<file path="src/rtl/aesha_msg_feeder_pkg.sv">
// Shared constants and state encoding for the AES/SHA3 message feeder.
package aesha_msg_feeder_pkg;

  localparam logic [1:0] MODE_AES_ENC = 2'd0;
  localparam logic [1:0] MODE_AES_DEC = 2'd1;
  localparam logic [1:0] MODE_SHA3    = 2'd2;

  localparam int MAX_BYTES = 32;

  localparam logic [5:0] AES_OUT_BYTES = 6'd16;
  localparam logic [5:0] SHA_OUT_BYTES = 6'd32;

  typedef enum logic [1:0] {
    ST_FILL  = 2'd0,
    ST_SEND  = 2'd1,
    ST_WAIT  = 2'd2,
    ST_DRAIN = 2'd3
  } state_e;

  // Length of the core's output burst for a given mode; both 2 and 3 mean SHA3.
  function automatic logic [5:0] exp_out_bytes(input logic [1:0] mode);
    logic [5:0] n;
    case (mode)
      MODE_AES_ENC, MODE_AES_DEC: n = AES_OUT_BYTES;
      MODE_SHA3:                  n = SHA_OUT_BYTES;
      default:                    n = SHA_OUT_BYTES;
    endcase
    return n;
  endfunction

endpackage

</file>
<file path="src/rtl/aesha_msg_buf.sv">
// Message byte store: random-access write port, sequential read pointer for replay.
module aesha_msg_buf #(
  parameter int DEPTH = aesha_msg_feeder_pkg::MAX_BYTES,
  parameter int AW    = $clog2(DEPTH)
) (
  input  logic          clk,
  input  logic          rst_n,
  input  logic          we,
  input  logic [AW-1:0] waddr,
  input  logic [7:0]    wdata,
  input  logic          rd_clr,
  input  logic          rd_en,
  output logic [7:0]    rd_data
);

  logic [7:0]    mem [DEPTH];
  logic [AW-1:0] rd_ptr;

  always_ff @(posedge clk) begin
    if (we) mem[waddr] <= wdata;
  end

  always_ff @(posedge clk or negedge rst_n) begin
    if (!rst_n)      rd_ptr <= '0;
    else if (rd_clr) rd_ptr <= '0;
    else if (rd_en)  rd_ptr <= rd_ptr + AW'(1);
  end

  assign rd_data = mem[rd_ptr];

endmodule

</file>
<file path="src/rtl/aesha_msg_feeder.sv">
// Buffers a 1..32 byte host message, replays it to the AES/SHA3 core as one
// gap-free start burst, then checks the length of the core's output burst.
module aesha_msg_feeder #(
  parameter int MAX_BYTES = aesha_msg_feeder_pkg::MAX_BYTES,
  parameter int TIMEOUT   = 1024
) (
  input  logic       clk,
  input  logic       rst_n,
  input  logic       s_valid,
  output logic       s_ready,
  input  logic [7:0] s_data,
  input  logic       s_last,
  input  logic [1:0] s_mode,
  output logic [7:0] core_data,
  output logic       core_start,
  output logic [1:0] core_mode,
  input  logic       core_valid,
  output logic       busy,
  output logic       done,
  output logic       err
);
  import aesha_msg_feeder_pkg::*;

  localparam int              AW       = $clog2(MAX_BYTES);
  localparam int              TW       = $clog2(TIMEOUT) + 1;
  localparam logic [5:0]      LAST_IDX = 6'(MAX_BYTES - 1);
  localparam logic [TW-1:0]   TMO_LAST = TW'(TIMEOUT - 1);

  state_e        state, state_nxt;
  logic [5:0]    wr_ptr, wr_ptr_nxt;
  logic [5:0]    len_r, len_nxt;
  logic [5:0]    snt_cnt, snt_nxt;
  logic [5:0]    out_cnt, out_nxt;
  logic [1:0]    mode_r, mode_nxt;
  logic [1:0]    core_mode_nxt;
  logic [TW-1:0] tmo_cnt, tmo_nxt;
  logic [7:0]    core_data_nxt;
  logic          core_start_nxt, done_nxt, err_nxt;
  logic          hs, last_hs;
  logic          buf_rd_clr, buf_rd_en;
  logic [7:0]    rd_data;

  function automatic logic [5:0] sat_inc6(input logic [5:0] v);
    return (v == 6'h3f) ? v : v + 6'd1;
  endfunction

  assign s_ready = (state == ST_FILL);
  assign busy    = !((state == ST_FILL) && (wr_ptr == 6'd0));
  assign hs      = s_valid & s_ready;
  assign last_hs = hs & (s_last | (wr_ptr == LAST_IDX));

  aesha_msg_buf #(.DEPTH(MAX_BYTES), .AW(AW)) u_buf (
    .clk     (clk),
    .rst_n   (rst_n),
    .we      (hs),
    .waddr   (wr_ptr[AW-1:0]),
    .wdata   (s_data),
    .rd_clr  (buf_rd_clr),
    .rd_en   (buf_rd_en),
    .rd_data (rd_data)
  );

  always_comb begin
    state_nxt      = state;
    wr_ptr_nxt     = wr_ptr;
    len_nxt        = len_r;
    snt_nxt        = snt_cnt;
    out_nxt        = out_cnt;
    mode_nxt       = mode_r;
    tmo_nxt        = tmo_cnt;
    core_data_nxt  = core_data;
    core_mode_nxt  = core_mode;
    core_start_nxt = 1'b0;
    done_nxt       = 1'b0;
    err_nxt        = 1'b0;
    buf_rd_clr     = 1'b0;
    buf_rd_en      = 1'b0;

    case (state)
      ST_FILL: begin
        if (hs) begin
          wr_ptr_nxt = wr_ptr + 6'd1;
          if (wr_ptr == 6'd0) mode_nxt = s_mode;
        end
        // The first burst byte leaves on this edge; a one-byte message is
        // still on s_data, not yet in the buffer.
        if (last_hs) begin
          state_nxt      = ST_SEND;
          len_nxt        = wr_ptr + 6'd1;
          wr_ptr_nxt     = 6'd0;
          snt_nxt        = 6'd1;
          core_start_nxt = 1'b1;
          core_data_nxt  = (wr_ptr == 6'd0) ? s_data : rd_data;
          core_mode_nxt  = (wr_ptr == 6'd0) ? s_mode : mode_r;
          buf_rd_en      = 1'b1;
        end
      end
      ST_SEND: begin
        if (snt_cnt < len_r) begin
          core_start_nxt = 1'b1;
          core_data_nxt  = rd_data;
          buf_rd_en      = 1'b1;
          snt_nxt        = snt_cnt + 6'd1;
        end else begin
          state_nxt  = ST_WAIT;
          buf_rd_clr = 1'b1;
          // Counts cycles elapsed since the last start cycle.
          tmo_nxt    = TW'(1);
        end
      end
      ST_WAIT: begin
        if (core_valid) begin
          state_nxt = ST_DRAIN;
          out_nxt   = 6'd1;
        end else if (tmo_cnt == TMO_LAST) begin
          state_nxt = ST_FILL;
          err_nxt   = 1'b1;
        end else begin
          tmo_nxt = tmo_cnt + TW'(1);
        end
      end
      ST_DRAIN: begin
        if (core_valid) begin
          out_nxt = sat_inc6(out_cnt);
        end else begin
          state_nxt = ST_FILL;
          if (out_cnt == exp_out_bytes(mode_r)) done_nxt = 1'b1;
          else                                  err_nxt  = 1'b1;
        end
      end
      default: state_nxt = ST_FILL;
    endcase
  end

  always_ff @(posedge clk or negedge rst_n) begin
    if (!rst_n) begin
      state      <= ST_FILL;
      wr_ptr     <= 6'd0;
      len_r      <= 6'd0;
      snt_cnt    <= 6'd0;
      out_cnt    <= 6'd0;
      mode_r     <= 2'd0;
      tmo_cnt    <= '0;
      core_data  <= 8'd0;
      core_start <= 1'b0;
      core_mode  <= 2'd0;
      done       <= 1'b0;
      err        <= 1'b0;
    end else begin
      state      <= state_nxt;
      wr_ptr     <= wr_ptr_nxt;
      len_r      <= len_nxt;
      snt_cnt    <= snt_nxt;
      out_cnt    <= out_nxt;
      mode_r     <= mode_nxt;
      tmo_cnt    <= tmo_nxt;
      core_data  <= core_data_nxt;
      core_start <= core_start_nxt;
      core_mode  <= core_mode_nxt;
      done       <= done_nxt;
      err        <= err_nxt;
    end
  end

endmodule

</file>
<file path="config.mk">
export PLATFORM = sky130hd
export DESIGN_NAME = aesha_msg_feeder
export DESIGN_NICKNAME = d
export VERILOG_FILES = /design/src/rtl/aesha_msg_feeder_pkg.sv /design/src/rtl/aesha_msg_buf.sv /design/src/rtl/aesha_msg_feeder.sv
export SDC_FILE = /design/constraint.sdc
export NUM_CORES = 1
export LEC_CHECK = 0
export ABC_AREA = 0
export BUFFER_PORTS_ARGS = -buffer_cell sky130_fd_sc_hd__buf_2
export CAP_MARGIN = 15
export CELL_PAD_IN_SITES_DETAIL_PLACEMENT = 0
export CELL_PAD_IN_SITES_GLOBAL_PLACEMENT = 1
export CORE_ASPECT_RATIO = 2
export CORE_MARGIN = 5
export CORE_UTILIZATION = 44
export CTS_BUF_LIST = sky130_fd_sc_hd__clkbuf_8
export DETAILED_ROUTE_END_ITERATION = 7
export GPL_TIMING_DRIVEN = 0
export PLACE_DENSITY_LB_ADDON = 0.1
export SKIP_CTS_REPAIR_TIMING = 1
export SYNTH_ARGS = -nofsm -noshare
export SYNTH_HDL_FRONTEND = slang
export SYNTH_HIERARCHICAL = 1
export SYNTH_SLANG_ARGS = --single-unit
</file>
<file path="constraint.sdc">
create_clock -name clk -period 2.56 [get_ports clk]
set_input_delay 0.512 -clock clk [delete_from_list [all_inputs] [get_ports clk]]
set_output_delay 0.512 -clock clk [all_outputs]
set_load 0.01 [all_outputs]
</file>
After elaboration in Yosys (flattened, before gate mapping)
Memories as Yosys holds them, arrays and structs flattened.
Cells that the tools add are included.
{"block": "op_classes", "n_addsub": 5, "n_lt_le_gt_ge": 1, "n_eq_ne": 18, "muxes": 44, "n_bitwise": 3, "n_reduce_logical": 18}
{"operator": "two-way mux 6 bit", "count": 10}
{"operator": "two-way mux 11 bit", "count": 3}
{"operator": "two-way mux 8 bit", "count": 3}
{"operator": "one-hot mux 6 bit (2 select lines)", "count": 2}
{"operator": "one-hot mux 11 bit (2 select lines)", "count": 1}
{"operator": "adder 6 x 1 -> 6 bit, second input constant", "count": 3}
{"operator": "!= test 2 bit, second input constant", "count": 8}
{"operator": "one-hot mux 8 bit (2 select lines)", "count": 1}
{"operator": "two-way mux 1 bit", "count": 13}
{"operator": "two-way mux 2 bit", "count": 6}
{"operator": "AND reduction 4 bit", "count": 3}
{"operator": "adder 11 x 1 -> 11 bit, second input constant", "count": 1}
{"operator": "== test 11 x 10 -> 1 bit, second input constant", "count": 1}
{"operator": "two-way mux 5 bit", "count": 2}
{"operator": "nonzero test 2 bit", "count": 5}
{"operator": "one-hot mux 2 bit (4 select lines)", "count": 1}
{"operator": "== test 6 x 5 -> 1 bit, second input constant", "count": 1}
{"operator": "== test 6 bit", "count": 1}
{"operator": "== test 6 bit, second input constant", "count": 1}
{"operator": "logical NOT 6 bit", "count": 1}
{"operator": "< comparator 6 bit", "count": 1}
{"operator": "AND reduction 2 bit", "count": 3}
{"operator": "adder 5 x 1 -> 5 bit, second input constant", "count": 1}
{"operator": "== test 2 x 1 -> 1 bit, second input constant", "count": 2}
{"operator": "11 further kinds", "count": 15}
{"block": "word_totals", "register_bits": 57, "mem_bits_rw": 256, "in_bits": 15, "out_inout_bits": 15, "word_cells": 103, "mem_count": 1}
{"memory": "u_buf.mem", "words": 32, "word_bits": 8, "read_ports": 1, "rd_clocked_by_memory_dff": 0, "wr": 1, "line": "aesha_msg_buf.sv:16", "rtl": "logic [7:0] mem [DEPTH];"}

Logic depth before layout (Yosys ltp)
Gate-level depths: netlist of the first run.
{"block": "logic_depth", "depth_word": 9, "ltp_mapped": 11}

Hierarchy
Netlist of the first run, hierarchy kept.
{"mod": "aesha_msg_buf", "instances": 1, "cells_per_inst": 501, "area_per_inst_um2": 10338.7, "seq_area_each_um2": 7812.5}
{"mod": "aesha_msg_feeder", "instances": 1, "cells_per_inst": 281, "area_per_inst_um2": 2773.9, "seq_area_each_um2": 1301.2}

Worst setup path before layout of the first run
OpenSTA, ideal clock, no wires.
{"block": "synth_path", "path_kind": "reg2reg", "from": "register state[0]", "to": "memory u_buf.mem[0][0], enable pin", "setup_ns": 0.370, "arrival_time_ns": 1.900, "required_time_ns": 2.190, "path_slack_ns": 0.290, "stages_incl_launch_ff": 7, "path_buffers": 1, "period_less_slack_ns": 2.270, "cell_sequence": "dfrtp_1 nor2_1 nand2_1 inv_2 or3b_1 clkbuf_1 nor2_1"}
{"block": "synth_via", "elab_chain_len": 4}
{"element": "from (decl)", "line": "aesha_msg_feeder.sv:29", "rtl": "state_e state, state_nxt;"}
{"element": "from (signal assigned)", "line": "aesha_msg_feeder.sv:150", "rtl": "state <= state_nxt;"}
{"element": "logical NOT 2 bit", "line": "aesha_msg_feeder.sv:47", "rtl": "assign s_ready = (state == ST_FILL);"}
{"element": "via s_ready", "line": "aesha_msg_feeder.sv:10", "rtl": "output logic s_ready,"}
{"element": "bitwise AND 1 bit", "line": "aesha_msg_feeder.sv:49", "rtl": "assign hs = s_valid & s_ready;"}
{"element": "via hs", "line": "aesha_msg_feeder.sv:39", "rtl": "logic hs, last_hs;"}
{"element": "two-way mux 1 bit", "line": "aesha_msg_buf.sv:20", "rtl": "if (we) mem[waddr] <= wdata;"}
{"element": "two-way mux 1 bit (not written as such)", "line": "aesha_msg_buf.sv:20"}
{"element": "to (decl)", "line": "aesha_msg_buf.sv:16"}
The timed path passes the listed nets, and every way through them passes these cells.

Final worst setup path of the first run
{"block": "layout_path", "from": "register u_buf.rd_ptr[1]", "to": "register core_data[4]"}
{"block": "layout_via", "elab_chain_len": 4}
{"element": "from (decl)", "line": "aesha_msg_buf.sv:17", "rtl": "logic [AW-1:0] rd_ptr;"}
{"element": "from (signal assigned)", "line": "aesha_msg_buf.sv:26", "rtl": "else if (rd_en) rd_ptr <= rd_ptr + AW'(1);"}
{"element": "memory (32 x 8 bit) (*)"}
{"element": "via rd_data[4]", "line": "aesha_msg_feeder.sv:41", "rtl": "logic [7:0] rd_data;"}
{"element": "two-way mux 8 bit", "line": "aesha_msg_feeder.sv:93", "rtl": "core_data_nxt = (wr_ptr == 6'd0) ? s_data : rd_data;"}
{"element": "two-way mux 8 bit", "line": "aesha_msg_feeder.sv:87", "rtl": "if (last_hs) begin"}
{"element": "one-hot mux 8 bit (2 select lines) (*)", "line": "aesha_msg_feeder.sv:79", "rtl": "case (state)"}
{"element": "to (signal assigned)", "line": "aesha_msg_feeder.sv:157", "rtl": "core_data <= core_data_nxt;"}
{"element": "to (decl)", "line": "aesha_msg_feeder.sv:14", "rtl": "output logic [7:0] core_data,"}
Mark *: on every way through the listed nets, which the timed path passes. The rest lies on a longest branch. The select of a mux whose other input is x is not followed.
A chain may end at the register's enable or synchronous reset.

==> results of run 1 <==
==> worst max-delay path, delay by kind of cell, from the launching register on <==
family | cells | cell delay (ps)
compound gates | 3 | 580
flops | 1 | 410
simple gates | 1 | 250
mux | 2 | 580
buf+inv | 3 | 580
==> sequential cells by signal, indices dropped and copies added (netlist names), 2 cells and up <==
register and cells:
mode_r 2, snt_cnt 6, len_r 6, core_data 8, u_buf/rd_ptr 5, wr_ptr 6, tmo_cnt 11, state 2
core_mode 2, u_buf/mem 256, out_cnt 6
==> logic make-up (layout without fill, tap and decap cells) <==
kind of cell | after synthesis | count (layout)
and+or+nand+nor | 170 | 170
buffers and inverters | 50 | 173
muxes | 112 | 112
DFF | 313 | 313
AOI/OAI and AO/OA | 112 | 112
xor gates and xnor gates | 13 | 13
adders and majority gates | 12 | 12
==> metrics by stage <==
stage          instances  utilization (%)  area [um2]
6_report            1269             51.4       15200
2_1_floorplan        782                -       13100
3_5_place_dp        1175             46.5       13700
3_3_place_gp        1174             46.5       13700
5_1_grt             1269             51.4       15200
4_1_cts             1258             49.9       14700
==> worst paths after layout <==
path	slack, ps	cells past startpoint	from	to
max	50	9	u_buf/rd_ptr[1]	core_data[4]
min	20	1	rst_n	tmo_cnt[3]
max reg2reg	50	9	u_buf/rd_ptr[1]	core_data[4]
min reg2reg	480	1	tmo_cnt[9]	tmo_cnt[9]
max in group asynchronous	1890	2	rst_n	wr_ptr[2]
min in group clk	190	2	s_mode[0]	mode_r[0]
==> layout make-up <==
cell class	instances	area, um2	area share (%)
Tap cell	364	455	3.00
Clock buffer	52	716	4.72
Timing Repair Buffer	41	263	1.73
Inverter	17	63.8	0.421
Clock inverter	31	289	1.90
Multi-Input combinational cell	419	3970	26.2
Sequential cell	313	9120	60.1
Buffer	32	292	1.92
==> Yosys cell counts (4+ instances only) <==
master / instances
inv_1: 15
o21ai_1: 7
o21ai_0: 17
xor2_1: 6
clkbuf_1: 7
o22ai_1: 10
mux2_2: 11
ha_1: 12
buf_4: 4
mux2_1: 8
nand4_1: 8
mux4_1: 8
a211oi_1: 7
edfxtp_1: 256
nor2_1: 68
a22o_1: 4
a31oi_1: 4
a22oi_1: 14
xnor2_1: 7
mux2i_1: 46
o221ai_1: 8
nor2b_1: 4
nand2_1: 26
nand3_1: 14
buf_6: 6
and3_1: 7
mux4_2: 39
nand2b_1: 6
nor3_1: 4
a21oi_1: 28
or2_1: 7
nand3b_1: 6
dfrtp_1: 57
buf_2: 8
==> routing by layer <==
layer  share of wire, %  global-route usage [%]  wire (um)
met2                 58                    36.3      17900
met5                  0                       0          0
met4                3.6                    7.38       1110
met3                3.3                    2.74       1010
met1                 35                    19.3      10800
==> where the power goes <==
group          total (uW)  internal, uW  switching [uW]
registers            6330          5950             377
clock network        4350          2470            1880
logic                5540          2500            3040
total               16200         10900            5300
==> reports/metrics.cfg, run 1 <==
[place]
dp_hpwl_um = 21300
dp_slack_ps = -499
numPortBuffers = 28
gp_congestion = 0.809

[clock_tree]
clkSlewWorstSetupHoldPaths_ps = 70
clockRootBuffer = clkbuf_8
numCtsBuffers = 46
clkLatencyLatePin_ps = 570
cts_tree = done
cts.sinks = 313
h-tree-depth = 2
clockBufferDepth = 3

[timing]
drv_slew = 0
layout_setup_ws_ps = 53.0
setup_viol = 0
period_share_pct = 97.9
max_slew_margin_pct = 48.5
fin_crit_ps = 2510
worst_pin_slew_ps = 773
finalHoldWorstSlack_ps = 18.6
max_freq_mhz = 399
final.setup.tns_ps = 0
fin_skew_ps = 16.4
hold_violations = 0

[setup_path]
cp-end-kind = flip-flop
cp_max_fo = 10
cp.required_ps = 3020
slowest_stage = dfrtp_1
crit_chain = buf_8 > buf_8 > nand3_1 > buf_4 > o22ai_1 > a211oi_2 > a22oi_1 > mux2_1 > mux2_2
cpPeakStageDelay_ps = 410
worst_setup_path_start_kind = flip-flop
crit_top_cell = buf_8
critical_path_class = flip-flop to flip-flop
cp.arrival_ps = 2970

[synthesis]
async_reset_ff_share_pct = 18.2
synthAdderAreaFrac_pct = 1.15
ys.warnings.count = 6
synthSimpleGateAreaFrac_pct = 6.56
synthTopCellsByArea = edfxtp_1, dfrtp_1, mux4_2
yosys.area_share.xor_xnor_pct = 0.868
netlist_instances = 782
synthDistinctLibCells = 63
synth.top_cell.area_share_pct = 58.6
synthMuxAreaShare_pct = 13.4
synth_nets = 809
ys_ff_latch = 313
synth_edf_count = 256
yosysSeqAreaShare_pct = 69.5
syn_area_per_cell_um2 = 16.8
synth_compound_area_share_pct = 5.88
ys.flop_type = edfxtp_1
synth_top_family_by_area = multiplexers
synth_area_um2 = 13100
yosysTopAreaCell = edfxtp_1

[layout]
fillers = 2396
final_common_cell = edfxtp_1
syn_to_final_growth_pct = 15.7
drive_above_1_share_pct = 27.5
antenna_cells = 0
nets = 897
final_cell_mix = edfxtp_1, dfrtp_1, clkbuf_8

[run_status]
status = finished clean

[job]
maxCapViolCount = 0

[floorplanning]
row_count = 89
die_y_um = 254
fp.dieArea_um2 = 33600
io_pins = 30
die_w_um = 132
initial_core_util_pct = 44.4
design.core.area_um2 = 29500

[route]
drt_first_pass_iters = 5
drt-initial-drc-count = 378
routed_wl_um = 30800
avgViaCountPerCell = 5.66
antenna_left = 0
vias = 7183
wl_per_cell_um = 24.3
drc = 0

[global_routing]
grt_max_degree = 34
grt_pass1_wl_um = 46300
grt_usage_pct = 18.4
antenna_found_initial = 0
gr-total-overflow = 0
grt_pass1_vias = 7704

[hold_path]
hold_path.class = input pin to async pin

[power_and_ir_drop]
power_uw = 16200
static-leakage-power_uw = 0.00528
ir_drop_v = 0.000561
p_per_area_nw_per_um2 = 1070

Power figures use the tool's default switching activity.
==> run 2: changes to the inputs <==
CTS_BUF_LIST = sky130_fd_sc_hd__clkbuf_4   (was sky130_fd_sc_hd__clkbuf_8)
==> run 2 against run 1 <==
Net effect:
- largest cell class unchanged
- non-clock buffer count grew 13
- sequential share of layout area grew 0.12 points
- utilization shrank 0.081 points
- critical path type unchanged
- critical path depth shrank 2
==> reports/metrics.cfg, run 2 (same netlist as run 1, synthesis figures left out) <==
[layout]
top_register = u_buf/mem
drive_above_1_share_pct = 32.4  ; +4.9 points
final_common_cell = edfxtp_1
reg_top3 = u_buf/mem x256, tmo_cnt x11, core_data x8
utilization_pct = 51.3  ; -0.081 points
final_cell_mix = edfxtp_1, clkbuf_4, dfrtp_1
largest_reg_flops = 256  ; unchanged
syn_to_final_growth_pct = 15.5
fillers = 2444  ; +2.0%
nets = 937  ; +4.5%

[route]
avgViaCountPerCell = 5.55  ; -1.9%
routed_wl_um = 31100  ; +0.81%
drt_first_pass_iters = 4  ; -1
wl_per_cell_um = 23.4  ; -3.7%
antenna_left = 0  ; unchanged
drc = 0  ; unchanged
drt-initial-drc-count = 388  ; +2.6%
vias = 7375  ; +2.7%

[setup_path]
worst_setup_path_start_kind = flip-flop
cp.arrival_ps = 3080  ; +110 ps
crit_chain = buf_4 > buf_4 > mux4_2 > a21oi_1 > a22oi_1 > mux2_2 > mux2_1
critPathTopFamily = multiplexers
r2r-end = core_data[1]
path_depth = 7  ; -2
cp_max_fo = 10  ; unchanged
path_buf_inv = 2  ; -1
cpPeakStageDelay_ps = 540  ; +130 ps
r2r_start = u_buf/rd_ptr[0]
cp-end-kind = flip-flop
regToRegSetupSlack_ps = 60  ; about the same
ff2ff_path_depth = 7  ; -2
cp.required_ps = 3140  ; +120 ps
crit_top_cell = buf_4
critical_path_class = flip-flop to flip-flop
slowest_stage = mux4_2

[job]
maxCapViolCount = 0  ; unchanged

[floorplanning]
die_w_um = 132  ; unchanged
row_count = 89  ; unchanged
design.core.area_um2 = 29500  ; unchanged
die_y_um = 254  ; unchanged
initial_core_util_pct = 44.4  ; unchanged
io_pins = 30  ; unchanged
fp.dieArea_um2 = 33600  ; unchanged

[global_routing]
grt_max_degree = 34  ; unchanged
grt_pass1_wl_um = 47100  ; +1.6%
grt_usage_pct = 18.8  ; +0.40 points
gr-total-overflow = 0  ; unchanged
grt_pass1_vias = 8014  ; +4.0%
antenna_found_initial = 1  ; +1

[timing]
max_freq_mhz = 401  ; +0.47%
max_slew_margin_pct = 48.2  ; -0.29 points
final.setup.tns_ps = 0  ; unchanged
fin_crit_ps = 2500  ; -11.7 ps
layout_setup_ws_ps = 64.6  ; +11.7 ps
drv_slew = 0  ; unchanged
setup_viol = 0  ; unchanged
worst_pin_slew_ps = 777  ; +4.32 ps
finalHoldWorstSlack_ps = 207  ; +188 ps
hold_violations = 0  ; unchanged
fin_skew_ps = 39.0  ; +22.7 ps
period_share_pct = 97.5  ; -0.46 points

[hold_path]
hold_depth = 3
holdPathEnd = state[0]
hold_path.class = input pin to flip-flop
hold_path.startpoint = core_valid

[clock_tree]
cts_tree = done
clkLatencyLatePin_ps = 710  ; +140 ps
cts.sinks = 313  ; unchanged
clockBufferDepth = 3  ; unchanged
clockRootBuffer = clkbuf_4
numCtsBuffers = 73  ; +59%
h-tree-depth = 3  ; +1
clkSlewWorstSetupHoldPaths_ps = 70  ; about the same

[power_and_ir_drop]
power_uw = 15900  ; -2.1%
ir_drop_v = 0.000701  ; +25%
p_per_area_nw_per_um2 = 1050  ; -1.9%
static-leakage-power_uw = 0.00534  ; +1.1%

[run_status]
status = finished clean

[place]
gp_congestion = 0.809  ; unchanged
dp_slack_ps = -499  ; unchanged
dp_hpwl_um = 21300  ; unchanged
numPortBuffers = 28  ; unchanged

[run 2: cell types whose count changed in the layout (fill, tap and decap cells not counted), sizes merged]
cell | before | now
clkinv | 14 | 15
bufinv | 6 | 1
clkbuf | 59 | 118
diode | 0 | 1
clkinvlp | 1 | 0
inv | 27 | 18
dlygate4sd3 | 0 | 4
buf | 66 | 75
[run 2: metal layers]
metal | GRT usage, % | part of all wire [%] | vias to the layer above
met1 | 18.8 | 35 | 3787
li1 | - | - | 3388
met3 | 4.44 | 3.6 | 48
met5 | 0 | 0 | -
met4 | 6.77 | 2.9 | 0
met2 | 37.3 | 59 | 152
[run 2: where the power goes]
part,leakage (uW),internal (uW),switching (uW)
logic,0.00176,2590,3050
registers,0.00302,5950,353
clock network,0.000557,2080,1870
total,0.00534,10600,5270
[run 2: cell type report]
| class | instances | area [um2] | area share, % |
|---|---|---|---|
| Tap cell | 364 | 455 | 3.01 |
| Buffer | 32 | 292 | 1.92 |
| Timing Repair Buffer | 54 | 358 | 2.36 |
| Multi-Input combinational cell | 419 | 3930 | 25.9 |
| Sequential cell | 313 | 9130 | 60.2 |
| Clock inverter | 17 | 92.6 | 0.611 |
| Inverter | 17 | 63.8 | 0.421 |
| Antenna cell | 1 | 2.50 | 0.0165 |
| Clock buffer | 111 | 833 | 5.50 |
[run 2: worst max path at each step]
| stage | end | slack (ps) | startpoint |
|---|---|---|---|
| floorplan | u_buf/mem[0][0] | 290 | state[0] |
| global placement | u_buf/mem[24][2] | -420 | state[1] |
| detailed placement | u_buf/mem[28][7] | -500 | state[1] |
| CTS | u_buf/mem[28][1] | -520 | state[1] |
| global route | core_data[2] | -10 | u_buf/rd_ptr[0] |
| finish | core_data[1] | 60 | u_buf/rd_ptr[0] |
[run 2: worst min-delay path: cells and delay by family]
kind                   cells  cell delay (ps)
buffers and inverters      1              190
AND/OR/NAND/NOR            2              170
[run 2: stage by stage]
stage                     cell area (um2)  std cells
after floorplan                     13100        782
after global placement              13700       1174
after detailed placement            13700       1175
after CTS                           14700       1303
after global routing                15100       1328
final                               15100       1328
==> run 3: changes to the inputs <==
==> constraint.sdc (replaced) <==
create_clock -name clk -period 2.56 [get_ports clk]
set_input_delay 0.384 -clock clk [delete_from_list [all_inputs] [get_ports clk]]
set_output_delay 0.384 -clock clk [all_outputs]
set_load 0.01 [all_outputs]
==> run 3 against run 2 <==
Net effect:
- sequential power hardly changed
- sequential share of layout area is 0.10 points higher
- fmax hardly changed
- setup slack worse by 1.8 ps
- first-iteration DRC count is 2.6% higher
- final cell count is 0.23% lower
- critical path depth stayed put
- critical endpoint unchanged
==> reports/metrics.cfg, run 3 (same netlist as run 1, synthesis figures left out) <==
[run_status]
status = finished clean

[setup_path]
cp-endpoint = core_data[1]
cp.arrival_ps = 3080  ; about the same
worst_setup_path_start_kind = flip-flop
slowest_stage = mux4_2
cp_max_fo = 10  ; unchanged
crit_chain = buf_4 > buf_4 > mux4_2 > a21oi_1 > a22oi_1 > mux2_2 > mux2_1
critPathTopFamily = multiplexers
cpPeakStageDelay_ps = 540  ; about the same
critical_path_class = flip-flop to flip-flop
r2r-end = core_data[1]
regToRegSetupSlack_ps = 60  ; about the same
startpoint = u_buf/rd_ptr[0]
path_depth = 7  ; unchanged
path_buf_inv = 2  ; unchanged
ff2ff_path_depth = 7  ; unchanged
cp.required_ps = 3140  ; about the same
cp-end-kind = flip-flop
crit_top_cell = buf_4
r2r_start = u_buf/rd_ptr[0]

[route]
vias = 7391  ; +0.22%
drc = 0  ; unchanged
avgViaCountPerCell = 5.58  ; +0.44%
drt_first_pass_iters = 4  ; unchanged
drt-initial-drc-count = 398  ; +2.6%
antenna_left = 0  ; unchanged
routed_wl_um = 31100  ; about the same
wl_per_cell_um = 23.4  ; +0.22%

[place]
gp_congestion = 0.809  ; unchanged
dp_hpwl_um = 21300  ; unchanged
dp_slack_ps = -499  ; unchanged
numPortBuffers = 28  ; unchanged

[timing]
fin_skew_ps = 38.3  ; -0.778 ps
drv_slew = 0  ; unchanged
max_freq_mhz = 400  ; about the same
worst_pin_slew_ps = 776  ; -0.976 ps
fin_crit_ps = 2500  ; +1.80 ps
setup_viol = 0  ; unchanged
max_slew_margin_pct = 48.2  ; +0.065 points
finalHoldWorstSlack_ps = 72.9  ; -134 ps
period_share_pct = 97.5  ; about the same
hold_violations = 0  ; unchanged
final.setup.tns_ps = 0  ; unchanged
layout_setup_ws_ps = 62.8  ; -1.80 ps

[layout]
fillers = 2446  ; +0.082%
drive_above_1_share_pct = 32.1  ; -0.32 points
syn_to_final_growth_pct = 15.3
final_common_cell = edfxtp_1
final_cell_mix = edfxtp_1, clkbuf_4, dfrtp_1
reg_top3 = u_buf/mem x256, tmo_cnt x11, core_data x8
largest_reg_flops = 256  ; unchanged
utilization_pct = 51.2  ; -0.11 points
nets = 934  ; -0.32%
top_register = u_buf/mem

[hold_path]
hold_path.class = input pin to flip-flop
hold_path.startpoint = core_valid

[clock_tree]
clkLatencyLatePin_ps = 710  ; about the same
clkSlewWorstSetupHoldPaths_ps = 70  ; about the same
clockBufferDepth = 3  ; unchanged
cts_tree = done
cts.sinks = 313  ; unchanged
h-tree-depth = 3  ; unchanged
numCtsBuffers = 73  ; unchanged
clockRootBuffer = clkbuf_4

[global_routing]
grt_usage_pct = 18.8  ; unchanged
grt_pass1_wl_um = 47100  ; unchanged
grt_pass1_vias = 8014  ; unchanged
antenna_found_initial = 1  ; unchanged
grt_max_degree = 34  ; unchanged
gr-total-overflow = 0  ; unchanged

[floorplanning]
fp.dieArea_um2 = 33600  ; unchanged
design.core.area_um2 = 29500  ; unchanged
initial_core_util_pct = 44.4  ; unchanged
row_count = 89  ; unchanged
io_pins = 30  ; unchanged
die_w_um = 132  ; unchanged
die_y_um = 254  ; unchanged

[job]
maxCapViolCount = 0  ; unchanged

[power_and_ir_drop]
ir_drop_v = 0.000700  ; -0.13%
static-leakage-power_uw = 0.00532  ; -0.31%
power_uw = 15900  ; -0.14%
p_per_area_nw_per_um2 = 1050  ; about the same

## run 3: cell type report
type | instances | area, um2 | share of cell area [%]
tap | 364 | 455 | 3.01
inverter | 17 | 63.8 | 0.422
antenna | 1 | 2.50 | 0.0166
sequential | 313 | 9120 | 60.3
buffer | 32 | 292 | 1.93
timing repair buffer | 51 | 335 | 2.22
clock buffer | 111 | 833 | 5.51
multi-input combinational | 419 | 3920 | 25.9
clock inverter | 17 | 92.6 | 0.612
## run 3: where the power goes
part           switching, uW  internal (uW)
logic                   3050           2560
clock network           1870           2080
registers                349           5950
## run 3: stage by stage
step	std cells	cell area [um2]
after floorplan	782	13100
after global placement	1174	13700
after detailed placement	1175	13700
after CTS	1303	14700
after global routing	1325	15100
final	1325	15100
## run 3: metal layers
metal  GRT usage, %  wire length (um)  vias up
met1           18.8             10700     3789
li1               -                 -     3377
met5              0                 0        -
met4           6.77               905        0
met2           37.3             18200      176
met3           4.44              1280       49
## run 3: how the worst min path moves through the flow
stage                        end  slack (ps)  depth (start not counted)
finish                  state[0]          70                          3
global route            state[0]          40                          3
CTS                   tmo_cnt[5]        -320                          1
detailed placement    tmo_cnt[9]         470                          1
global placement    core_mode[1]         470                          2
floorplan           core_data[0]          90                          0
## run 3: worst register-to-register path, stage by stage, from the launching register on
cell,delay [ps]
dfrtp_2,430
buf_4,140
buf_4,230
mux4_2,550
a21oi_1,340
a22oi_1,110
mux2_2,290
mux2_1,290
